[src/rtl/mem_port_arbiter_pkg.sv]
// Shared types and defaults for the unified-memory port arbiter.
package mem_arb_pkg;

  typedef enum logic [1:0] {
    ST_IDLE = 2'd0,
    ST_REQ  = 2'd1,
    ST_RESP = 2'd2
  } arb_state_e;

  typedef enum logic {
    OWN_I = 1'b0,
    OWN_D = 1'b1
  } owner_e;

  localparam logic [31:0] RSP_ERR_DATA        = 32'h0;
  localparam int          DEF_TIMEOUT_CYCLES  = 64;
  localparam int          DEF_MAX_DATA_STREAK = 4;

  // Every output of the arbiter lives in one registered bundle.
  typedef struct packed {
    logic        i_gnt;
    logic        i_rvalid;
    logic        d_gnt;
    logic        d_rvalid;
    logic [31:0] rsp_rdata;
    logic        rsp_err;
    logic        m_req;
    logic        m_we;
    logic [31:0] m_addr;
    logic [31:0] m_wdata;
    logic [3:0]  m_wstrb;
  } arb_out_t;

  // Pulse the owner's rvalid with the given data/error.
  function automatic arb_out_t respond(arb_out_t o, owner_e own, logic [31:0] data, logic err);
    arb_out_t r;
    r           = o;
    r.i_rvalid  = (own == OWN_I);
    r.d_rvalid  = (own == OWN_D);
    r.rsp_rdata = data;
    r.rsp_err   = err;
    return r;
  endfunction

endpackage

[src/rtl/mem_port_arbiter_if.sv]
// Requester + memory side bundle; slave = the arbiter, master = environment.
interface mem_port_arbiter_if;
  logic        i_req;
  logic [31:0] i_addr;
  logic        i_gnt;
  logic        i_rvalid;
  logic        d_req;
  logic        d_we;
  logic [31:0] d_addr;
  logic [31:0] d_wdata;
  logic [3:0]  d_wstrb;
  logic        d_gnt;
  logic        d_rvalid;
  logic [31:0] rsp_rdata;
  logic        rsp_err;
  logic        m_req;
  logic        m_we;
  logic [31:0] m_addr;
  logic [31:0] m_wdata;
  logic [3:0]  m_wstrb;
  logic        m_ready;
  logic        m_rvalid;
  logic [31:0] m_rdata;

  modport slave (
    input  i_req, i_addr, d_req, d_we, d_addr, d_wdata, d_wstrb, m_ready, m_rvalid, m_rdata,
    output i_gnt, i_rvalid, d_gnt, d_rvalid, rsp_rdata, rsp_err,
           m_req, m_we, m_addr, m_wdata, m_wstrb
  );

  modport master (
    output i_req, i_addr, d_req, d_we, d_addr, d_wdata, d_wstrb, m_ready, m_rvalid, m_rdata,
    input  i_gnt, i_rvalid, d_gnt, d_rvalid, rsp_rdata, rsp_err,
           m_req, m_we, m_addr, m_wdata, m_wstrb
  );
endinterface

[src/rtl/mem_port_arbiter_watchdog.sv]
// Per-phase watchdog: clear on phase entry, count while enabled, flag last cycle.
module arb_watchdog #(
  parameter int TIMEOUT_CYCLES = 64
) (
  input  logic clk,
  input  logic rst,
  input  logic clr,
  input  logic en,
  output logic expired
);
  localparam int W = $clog2(TIMEOUT_CYCLES);

  logic [W-1:0] cnt_q;

  // Clear wins over count; counter never passes TIMEOUT_CYCLES-1 because the FSM leaves.
  always_ff @(posedge clk or posedge rst)
    if (rst)      cnt_q <= '0;
    else if (clr) cnt_q <= '0;
    else if (en)  cnt_q <= cnt_q + W'(1);

  assign expired = (cnt_q == W'(TIMEOUT_CYCLES - 1));
endmodule

[src/rtl/mem_port_arbiter.sv]
// Fetch/data arbiter in front of a single-ported memory, one transaction in flight.
module mem_port_arbiter
  import mem_arb_pkg::*;
#(
  parameter int TIMEOUT_CYCLES  = DEF_TIMEOUT_CYCLES,
  parameter int MAX_DATA_STREAK = DEF_MAX_DATA_STREAK
) (
  input logic               clk,
  input logic               rst,
  mem_port_arbiter_if.slave bus
);
  localparam int            SW         = $clog2(MAX_DATA_STREAK + 1);
  localparam logic [SW-1:0] STREAK_MAX = SW'(MAX_DATA_STREAK);

  arb_state_e    state_q, state_d;
  owner_e        owner_q, owner_d;
  logic [SW-1:0] streak_q, streak_d;
  arb_out_t      out_q, out_d;
  logic          wd_clr, wd_expired;
  logic          i_wait_q, d_wait_q;

  arb_watchdog #(.TIMEOUT_CYCLES(TIMEOUT_CYCLES)) u_wd (
    .clk     (clk),
    .rst     (rst),
    .clr     (wd_clr),
    .en      (state_q != ST_IDLE),
    .expired (wd_expired)
  );

  // Next state, arbitration and next registered outputs.
  always_comb begin
    state_d        = state_q;
    owner_d        = owner_q;
    streak_d       = streak_q;
    out_d          = out_q;
    out_d.i_gnt    = 1'b0;
    out_d.d_gnt    = 1'b0;
    out_d.i_rvalid = 1'b0;
    out_d.d_rvalid = 1'b0;
    wd_clr         = 1'b0;
    unique case (state_q)
      ST_IDLE: begin
        if (bus.d_req && !(bus.i_req && streak_q == STREAK_MAX)) begin
          owner_d       = OWN_D;
          out_d.d_gnt   = 1'b1;
          out_d.m_req   = 1'b1;
          out_d.m_we    = bus.d_we;
          out_d.m_addr  = bus.d_addr;
          out_d.m_wdata = bus.d_wdata;
          out_d.m_wstrb = bus.d_we ? bus.d_wstrb : 4'h0;
          // Data can only win against a pending fetch below the cap, so +1 never overflows.
          streak_d      = bus.i_req ? streak_q + SW'(1) : '0;
          wd_clr        = 1'b1;
          state_d       = ST_REQ;
        end else if (bus.i_req) begin
          owner_d       = OWN_I;
          out_d.i_gnt   = 1'b1;
          out_d.m_req   = 1'b1;
          out_d.m_we    = 1'b0;
          out_d.m_addr  = bus.i_addr;
          out_d.m_wdata = 32'h0;
          out_d.m_wstrb = 4'h0;
          streak_d      = '0;
          wd_clr        = 1'b1;
          state_d       = ST_REQ;
        end
      end
      ST_REQ: begin
        if (bus.m_ready) begin
          out_d.m_req = 1'b0;
          if (out_q.m_we) begin
            out_d   = respond(out_d, owner_q, 32'h0, 1'b0);
            state_d = ST_IDLE;
          end else begin
            wd_clr  = 1'b1;
            state_d = ST_RESP;
          end
        end else if (wd_expired) begin
          out_d.m_req = 1'b0;
          out_d       = respond(out_d, owner_q, RSP_ERR_DATA, 1'b1);
          state_d     = ST_IDLE;
        end
      end
      ST_RESP: begin
        if (bus.m_rvalid) begin
          out_d   = respond(out_d, owner_q, bus.m_rdata, 1'b0);
          state_d = ST_IDLE;
        end else if (wd_expired) begin
          out_d   = respond(out_d, owner_q, RSP_ERR_DATA, 1'b1);
          state_d = ST_IDLE;
        end
      end
      default: state_d = ST_IDLE;
    endcase
  end

  // State and output registers; reset drops any in-flight transaction silently.
  always_ff @(posedge clk or posedge rst)
    if (rst) begin
      state_q  <= ST_IDLE;
      owner_q  <= OWN_I;
      streak_q <= '0;
      out_q    <= '0;
    end else begin
      state_q  <= state_d;
      owner_q  <= owner_d;
      streak_q <= streak_d;
      out_q    <= out_d;
    end

  assign bus.i_gnt     = out_q.i_gnt;
  assign bus.i_rvalid  = out_q.i_rvalid;
  assign bus.d_gnt     = out_q.d_gnt;
  assign bus.d_rvalid  = out_q.d_rvalid;
  assign bus.rsp_rdata = out_q.rsp_rdata;
  assign bus.rsp_err   = out_q.rsp_err;
  assign bus.m_req     = out_q.m_req;
  assign bus.m_we      = out_q.m_we;
  assign bus.m_addr    = out_q.m_addr;
  assign bus.m_wdata   = out_q.m_wdata;
  assign bus.m_wstrb   = out_q.m_wstrb;

  // Tracks requests that are pending and not yet granted; such a request must stay up.
  always_ff @(posedge clk or posedge rst)
    if (rst) begin
      i_wait_q <= 1'b0;
      d_wait_q <= 1'b0;
    end else begin
      i_wait_q <= bus.i_req && !out_d.i_gnt && !out_q.i_gnt;
      d_wait_q <= bus.d_req && !out_d.d_gnt && !out_q.d_gnt;
    end

  a_i_hold: assert property (@(posedge clk) disable iff (rst) i_wait_q |-> bus.i_req);
  a_d_hold: assert property (@(posedge clk) disable iff (rst) d_wait_q |-> bus.d_req);

endmodule

[src/flat_wrapper.sv]
// flat-port wrapper written by rule: the top's interface ports become plain ports
module mem_port_arbiter_flat import mem_arb_pkg::*;
#(
  parameter int TIMEOUT_CYCLES  = DEF_TIMEOUT_CYCLES,
  parameter int MAX_DATA_STREAK = DEF_MAX_DATA_STREAK
)
  (clk, rst, bus_i_req, bus_i_addr, bus_d_req, bus_d_we, bus_d_addr, bus_d_wdata, bus_d_wstrb, bus_m_ready, bus_m_rvalid, bus_m_rdata, bus_i_gnt, bus_i_rvalid, bus_d_gnt, bus_d_rvalid, bus_rsp_rdata, bus_rsp_err, bus_m_req, bus_m_we, bus_m_addr, bus_m_wdata, bus_m_wstrb);
  mem_port_arbiter_if bus_i ();
  input logic clk;
  input logic rst;
  input wire logic [$bits(bus_i.i_req)-1:0] bus_i_req;
  input wire logic [$bits(bus_i.i_addr)-1:0] bus_i_addr;
  input wire logic [$bits(bus_i.d_req)-1:0] bus_d_req;
  input wire logic [$bits(bus_i.d_we)-1:0] bus_d_we;
  input wire logic [$bits(bus_i.d_addr)-1:0] bus_d_addr;
  input wire logic [$bits(bus_i.d_wdata)-1:0] bus_d_wdata;
  input wire logic [$bits(bus_i.d_wstrb)-1:0] bus_d_wstrb;
  input wire logic [$bits(bus_i.m_ready)-1:0] bus_m_ready;
  input wire logic [$bits(bus_i.m_rvalid)-1:0] bus_m_rvalid;
  input wire logic [$bits(bus_i.m_rdata)-1:0] bus_m_rdata;
  output wire logic [$bits(bus_i.i_gnt)-1:0] bus_i_gnt;
  output wire logic [$bits(bus_i.i_rvalid)-1:0] bus_i_rvalid;
  output wire logic [$bits(bus_i.d_gnt)-1:0] bus_d_gnt;
  output wire logic [$bits(bus_i.d_rvalid)-1:0] bus_d_rvalid;
  output wire logic [$bits(bus_i.rsp_rdata)-1:0] bus_rsp_rdata;
  output wire logic [$bits(bus_i.rsp_err)-1:0] bus_rsp_err;
  output wire logic [$bits(bus_i.m_req)-1:0] bus_m_req;
  output wire logic [$bits(bus_i.m_we)-1:0] bus_m_we;
  output wire logic [$bits(bus_i.m_addr)-1:0] bus_m_addr;
  output wire logic [$bits(bus_i.m_wdata)-1:0] bus_m_wdata;
  output wire logic [$bits(bus_i.m_wstrb)-1:0] bus_m_wstrb;
  assign bus_i.i_req = bus_i_req;
  assign bus_i.i_addr = bus_i_addr;
  assign bus_i.d_req = bus_d_req;
  assign bus_i.d_we = bus_d_we;
  assign bus_i.d_addr = bus_d_addr;
  assign bus_i.d_wdata = bus_d_wdata;
  assign bus_i.d_wstrb = bus_d_wstrb;
  assign bus_i.m_ready = bus_m_ready;
  assign bus_i.m_rvalid = bus_m_rvalid;
  assign bus_i.m_rdata = bus_m_rdata;
  assign bus_i_gnt = bus_i.i_gnt;
  assign bus_i_rvalid = bus_i.i_rvalid;
  assign bus_d_gnt = bus_i.d_gnt;
  assign bus_d_rvalid = bus_i.d_rvalid;
  assign bus_rsp_rdata = bus_i.rsp_rdata;
  assign bus_rsp_err = bus_i.rsp_err;
  assign bus_m_req = bus_i.m_req;
  assign bus_m_we = bus_i.m_we;
  assign bus_m_addr = bus_i.m_addr;
  assign bus_m_wdata = bus_i.m_wdata;
  assign bus_m_wstrb = bus_i.m_wstrb;
  mem_port_arbiter #(.TIMEOUT_CYCLES(TIMEOUT_CYCLES), .MAX_DATA_STREAK(MAX_DATA_STREAK)) u_core (.clk(clk), .rst(rst), .bus(bus_i));
endmodule
[config.mk]
export PLATFORM = sky130hd
export DESIGN_NAME = mem_port_arbiter_flat
export DESIGN_NICKNAME = d
export VERILOG_FILES = /design/src/rtl/mem_port_arbiter_pkg.sv /design/src/rtl/mem_port_arbiter_if.sv /design/src/rtl/mem_port_arbiter_watchdog.sv /design/src/rtl/mem_port_arbiter.sv /design/src/flat_wrapper.sv
export SDC_FILE = /design/constraint.sdc
export NUM_CORES = 1
export LEC_CHECK = 0
export BUFFER_PORTS_ARGS = -buffer_cell sky130_fd_sc_hd__buf_2
export CAP_MARGIN = 20
export CORE_MARGIN = 3
export CORE_UTILIZATION = 46
export CTS_CLUSTER_SIZE = 12
export DETAILED_ROUTE_END_ITERATION = 7
export PLACE_DENSITY = 0.8
export SLEW_MARGIN = 20
export SYNTH_ARGS = -nofsm -noshare
export SYNTH_HDL_FRONTEND = slang
export SYNTH_SLANG_ARGS = --single-unit
export TNS_END_PERCENT = 30
[constraint.sdc]
create_clock -name clk -period 4.9 [get_ports clk]
set_clock_uncertainty 0.05 [all_clocks]
set_input_delay 0.49 -clock clk [delete_from_list [all_inputs] [get_ports clk]]
set_output_delay 0.49 -clock clk [all_outputs]
set_load 0.02 [all_outputs]
## Word level (Yosys, flattened, before mapping)

Index checks and enable logic that the tools add are counted.

- Input bits: 139
- Logic and storage cells: 77
- Memories: 0
- Bits in latches: 0
- Output and inout bits: 107
- Register bits after elaboration: 119
- ROM bits: 0
- RAM bits: 0

- Equality and inequality tests: 9
- Multiplexer cells: 34
- Add/sub/neg operators: 2
- Shift operators: 0
- Bitwise gates (word level): 3
- Reduce and logical (&&, ||, !) cells: 14
- Magnitude comparators: 0
- $mul: 0
- Div/mod/pow operators: 0

Operators by type and width:

| operator | number |
|---|---|
| two-way mux 106 bit | 5 |
| one-hot mux 70 bit (3 select lines) | 1 |
| two-way mux 70 bit | 2 |
| one-hot mux 34 bit (2 select lines) | 1 |
| AND reduction 4 bit | 4 |
| two-way mux 2 bit | 6 |
| two-way mux 6 bit | 2 |
| nonzero test 2 bit | 5 |
| two-way mux 3 bit | 3 |
| two-way mux 1 bit | 8 |
| adder 6 x 1 -> 6 bit, second input constant | 1 |
| == test 6 bit, second input constant | 1 |
| != test 3 x 2 -> 1 bit, second input constant | 2 |
| != test 3 bit, second input constant | 2 |
| one-hot mux 1 bit (3 select lines) | 2 |
| one-hot mux 2 bit (3 select lines) | 1 |
| two-way mux 4 bit | 1 |
| one-hot mux 1 bit (2 select lines) | 2 |
| adder 3 x 1 -> 3 bit, second input constant | 1 |
| == test 3 bit, second input constant | 1 |
| NOT 1 bit | 3 |
| == test 2 x 1 -> 1 bit, second input constant | 1 |
| == test 2 bit, second input constant | 1 |
| logical AND 1 bit | 2 |
| other kinds (4) | 4 |

## Longest topological paths before layout

- Depth after elaboration: 7
- Mapped depth: 9
- Mapped depth without buffers: 6

## Modules after synthesis

From an unflattened synthesis, not the netlist that was laid out.

- Cells, all modules: 540
- Area, all modules: 5326.4 µm²

Modules (own cells, without submodules):

| module | times used | cells an instance | area an instance (µm²) |
|---|---|---|---|
| mem_port_arbiter | 1 | 513 | 5044.8 |
| arb_watchdog | 1 | 27 | 281.5 |

## Worst setup path before layout

OpenSTA, ideal clock, no wires.

- Kind: register -> register
- Start point: reg u_core.state_q[0]
- End point: reg u_core.out_q (netlist bit u_core.bus.m_wdata[10])
- Path slack: 3.196 ns
- Cell stages (with the launch flop): 10
- Buffers on the path: 3
- Arrival time: 1.522 ns
- Period minus slack after synthesis: 1.704 ns
- Cell sequence: dfrtp_1 inv_1 ha_1 o21ai_4 or2_1 buf_4 buf_6 buf_6 nand2_1 o21ai_1

- Cells in the longest elaborated chain, start to end: 3
- Elaborated cells between the ends (all ways): 7
- Those cells by class: eq/ne: 2; mux: 1; bitwise: 2; reduce/logical: 2

RTL lines:

| element | RTL line | text |
|---|---|---|
| from (decl) | mem_port_arbiter.sv:15 | `arb_state_e state_q, state_d;` |
| from (signal assigned) | mem_port_arbiter.sv:105 | `state_q <= state_d;` |
| == test 2 x 1 -> 1 bit / == test 2 bit (equally long branches) | mem_port_arbiter.sv:41 | `unique case (state_q)` |
| NOT 1 bit (no source line) | -- |  |
| AND reduction 4 bit (no source line) | -- |  |
| to (signal assigned) | mem_port_arbiter.sv:108 | `out_q <= out_d;` |
| to (decl) | mem_port_arbiter.sv:18 | `arb_out_t out_q, out_d;` |

Parallel ways exist; a longest one is shown, timed or not.
A chain may end at the register's enable or synchronous reset.

## Worst setup path after layout

- Start point: reg u_core.state_q[0]
- End point: reg u_core.out_q (netlist bit u_core.bus.m_addr[30])

The elaborated chain is that of the path after synthesis.

==> summary.txt <==
Run status
  – Status: completed

Clock network
  – Cts hold-fix bufs: 0
  – CTS resizes: 0
  – Clk_lat worst skew: ~520 ps
  – CTS sink cnt: about 120
  – Max H-tree Level: 4
  – CTS tree: done
  – Root buf cell: clkbuf_8
  – Clock Path Buffers: 2
  – Post-CTS setup buffers: 0
  – Num CTS Buffers: 17
  – Worst-path clk slew: approximately 60 ps

Drt
  – Top Metal Used: met4
  – Via Count: 4337
  – Total iterations of the first detailed-routing run: 4
  – DR iter-0 viols: between 200 and 250
  – Wl on met1: roughly 5.6 mm
  – Routed Antenna Nets: 0
  – Via density: between 5 and 6
  – DR WL met2: between 6 and 7 mm
  – DR DRC count: 0
  – Routed len/inst: 15.9 um
  – Met3 wire length: slightly above 1 mm
  – Routed Wire Length: around 14 mm

STA
  – Final setup violation count: 0
  – Fin crit share: 0.584
  – Fmax achieved: 349 MHz
  – RSZ-0062 raised after global routing: false
  – Setup TNS: 0 ps
  – Fin crit period: between 2000 and 3000 ps
  – Hold slack final: 28.2 ps
  – Hold Fails Final Rpt: 0
  – Slew Limit Headroom: 0.339
  – Slew @ Worst Pin: a little under 1000 ps
  – Slew Viols, Final: 0

Floorplan
  – FP Rows: 37
  – Starting Density: 0.483
  – Die width: 111 um
  – Num ports: about 250
  – Core region area: 10500 sq um
  – Die area: 12300 sq um
  – Die height: about 110 um

Yosys
  – Syn Nets: 618
  – Ys flop type: dfrtp_1
  – Synth warn: 0
  – Register area share after synthesis: 0.586
  – Flops & latches, synth: between 100 and 150
  – Async set-reset flop share out of synthesis: 1.00
  – Distinct cells, synth: 42
  – Netlist Area Pre-Place: between 5000 and 6000 sq um
  – Gate Count Post-Synth: between 400 and 500
  – Number of synthesized flops with an enable pin: 0
  – Avg Inst Size Synth: roughly 11 sq um

Critical path
  – Crit path launch: u_core.state_q[0]
  – R2R Setup Slk: 2040 ps
  – Crit path required time: around 5300 ps
  – Crit Path Class: reg -> reg
  – R2r startpoint: u_core.state_q[0]
  – Nature of the critical path startpoint: flop
  – CP Max Fanout: 37
  – Arrival time at the worst endpoint: around 3200 ps
  – End of the worst register-to-register path: u_core.bus.m_addr[30]
  – Crit end category: flop
  – Critical path capture point: u_core.bus.m_addr[30]
  – Reg2Reg Depth: 7

Min path
  – Hold Crit Class: in -> async

Final layout
  – Antenna diode count: 0
  – Most common cell after layout, fill and taps aside: buf_2
  – NumNets Final: between 800 and 900
  – Area growth syn-to-layout: 36.1%
  – Commonest cells after routing, fill and taps aside: 245 x buf_2, 119 x dfrtp_1, 115 x nand2_1
  – Area of the multi-input gates: between 1500 and 2000 sq um
  – Final Util: 0.658
  – Register area: a little under 3000 sq um
  – Final cell count without fillers: between 800 and 900
  – Fillcell total: 844
  – Layout cells sized above 1: 0.401

Pwr
  – Max IR drop VDD: approximately 270 uV
  – Leakage power total: 3.76 nW
  – PD cells: between 600 and 700 nW/um^2

Global routing
  – Number of global-route vias before repair: roughly 4500
  – Initial antenna violation count: 0
  – Total gr overflow: 0
  – GRT Overall Usage: 0.223
  – First-pass GRT wire length: ~22 mm
  – Pin count of the biggest net entering global routing: slightly above 80

Placement
  – Detail Placement HPWL: just over 10 mm
  – Placed cells: between 800 and 900
  – Port buffer count: around 250
  – Gpl congestion: approximately 0.84

Job
  – Maximum capacitance violations: 0
-- state kept, by name, summed over array words and instances (netlist names) --
| signal | count |
|---|---|
| u_core.bus.rsp_rdata | 32 |
| u_core.bus.d_gnt | 1 |
| u_core.bus.m_req | 1 |
| u_core.u_wd.cnt_q | 6 |
| u_core.bus.d_rvalid | 1 |
| u_core.bus.rsp_err | 1 |
| u_core.bus.m_wdata | 32 |
| u_core.streak_q | 3 |
| u_core.bus.i_rvalid | 1 |
| u_core.owner_q | 1 |
| u_core.bus.m_wstrb | 4 |
| u_core.bus.m_we | 1 |
| u_core.state_q | 2 |
| u_core.bus.m_addr | 32 |
| u_core.bus.i_gnt | 1 |
-- synth_stat cells, drive strengths merged, types with 2 or more instances --
cell | instances | area (sq um)
a22o | 35 | 307
mux2i | 32 | 320
ha | 7 | 87.6
clkbuf | 9 | 37.5
nor2 | 11 | 51.3
buf | 19 | 153
and2 | 2 | 12.5
nand3b | 2 | 15.0
a21oi | 6 | 30.0
nand2 | 116 | 443
xor2 | 2 | 17.5
o21ai | 76 | 395
inv | 10 | 37.5
nand3 | 4 | 25.0
nor2b | 3 | 18.8
dfrtp | 119 | 2980
o31ai | 3 | 22.5
or3 | 2 | 12.5
-- power by group --
part | switching (mW) | internal (mW) | total, mW
Sequential | 0.201 | 1.34 | 1.54
Clock | 0.449 | 0.755 | 1.20
Combinational | 1.25 | 0.582 | 1.83
Total | 1.90 | 2.68 | 4.58
-- how the worst min path moves through the flow --
| stage | to | slack, ps | depth (start not counted) |
|---|---|---|---|
| 5_1_grt | u_core.bus.m_wdata[12] | 70 | 2 |
| 6_report | u_core.bus.m_wdata[31] | 30 | 2 |
| 2_1_floorplan | u_core.bus.i_rvalid | 370 | 1 |
| 4_1_cts | u_core.bus.m_wdata[13] | 130 | 3 |
| 3_5_place_dp | u_core.bus.m_addr[31] | 420 | 2 |
| 3_3_place_gp | u_core.bus.m_wdata[21] | 410 | 2 |
-- cell families (layout without fill, tap and decap cells) --
family | after synthesis | after routing | synth area share
muxes | 32 | 32 | 0.0631
buffers and inverters | 38 | 290 | 0.0448
xor gates and xnor gates | 3 | 3 | 0.00518
and+or+nand+nor | 146 | 146 | 0.122
adders and majority gates | 7 | 7 | 0.0172
AOI/OAI and AO/OA | 127 | 127 | 0.161
DFF | 119 | 119 | 0.586
-- metal layers --
layer	track usage	vias up
met1	0.279	1994
met2	0.380	218
li1	-	2103
met3	0.0540	22
met4	0.0779	0
met5	0	-
-- critical path: stages (launching register included) --
cell     delay (ps)
dfrtp_1         420
inv_1           100
ha_1            470
o21ai_4         200
nor2_4          110
buf_4           350
nand2_1         670
o21ai_0         390
-- area by class of cell --
cell class,instances,area share
repair buffers,248,0.181
clock inverters,13,0.0210
multi-input cells,315,0.273
flip-flops and latches,119,0.431
inverters,10,0.00616
well taps,136,0.0246
clock buffers,19,0.0639
-- through the flow --
step / instance area [sq um] / worst slack [ps] / total power [mW]
after CTS: 6900 / 1990 / 4.61
after global routing: 6910 / 1740 / 4.87
after detailed placement: 6310 / 1980 / 3.39
after global placement: 6310 / 2180 / 3.32
final: 6910 / 2040 / 4.58
after floorplan: 5080 / 1200 / 2.80
Power figures use the tool's default switching activity.
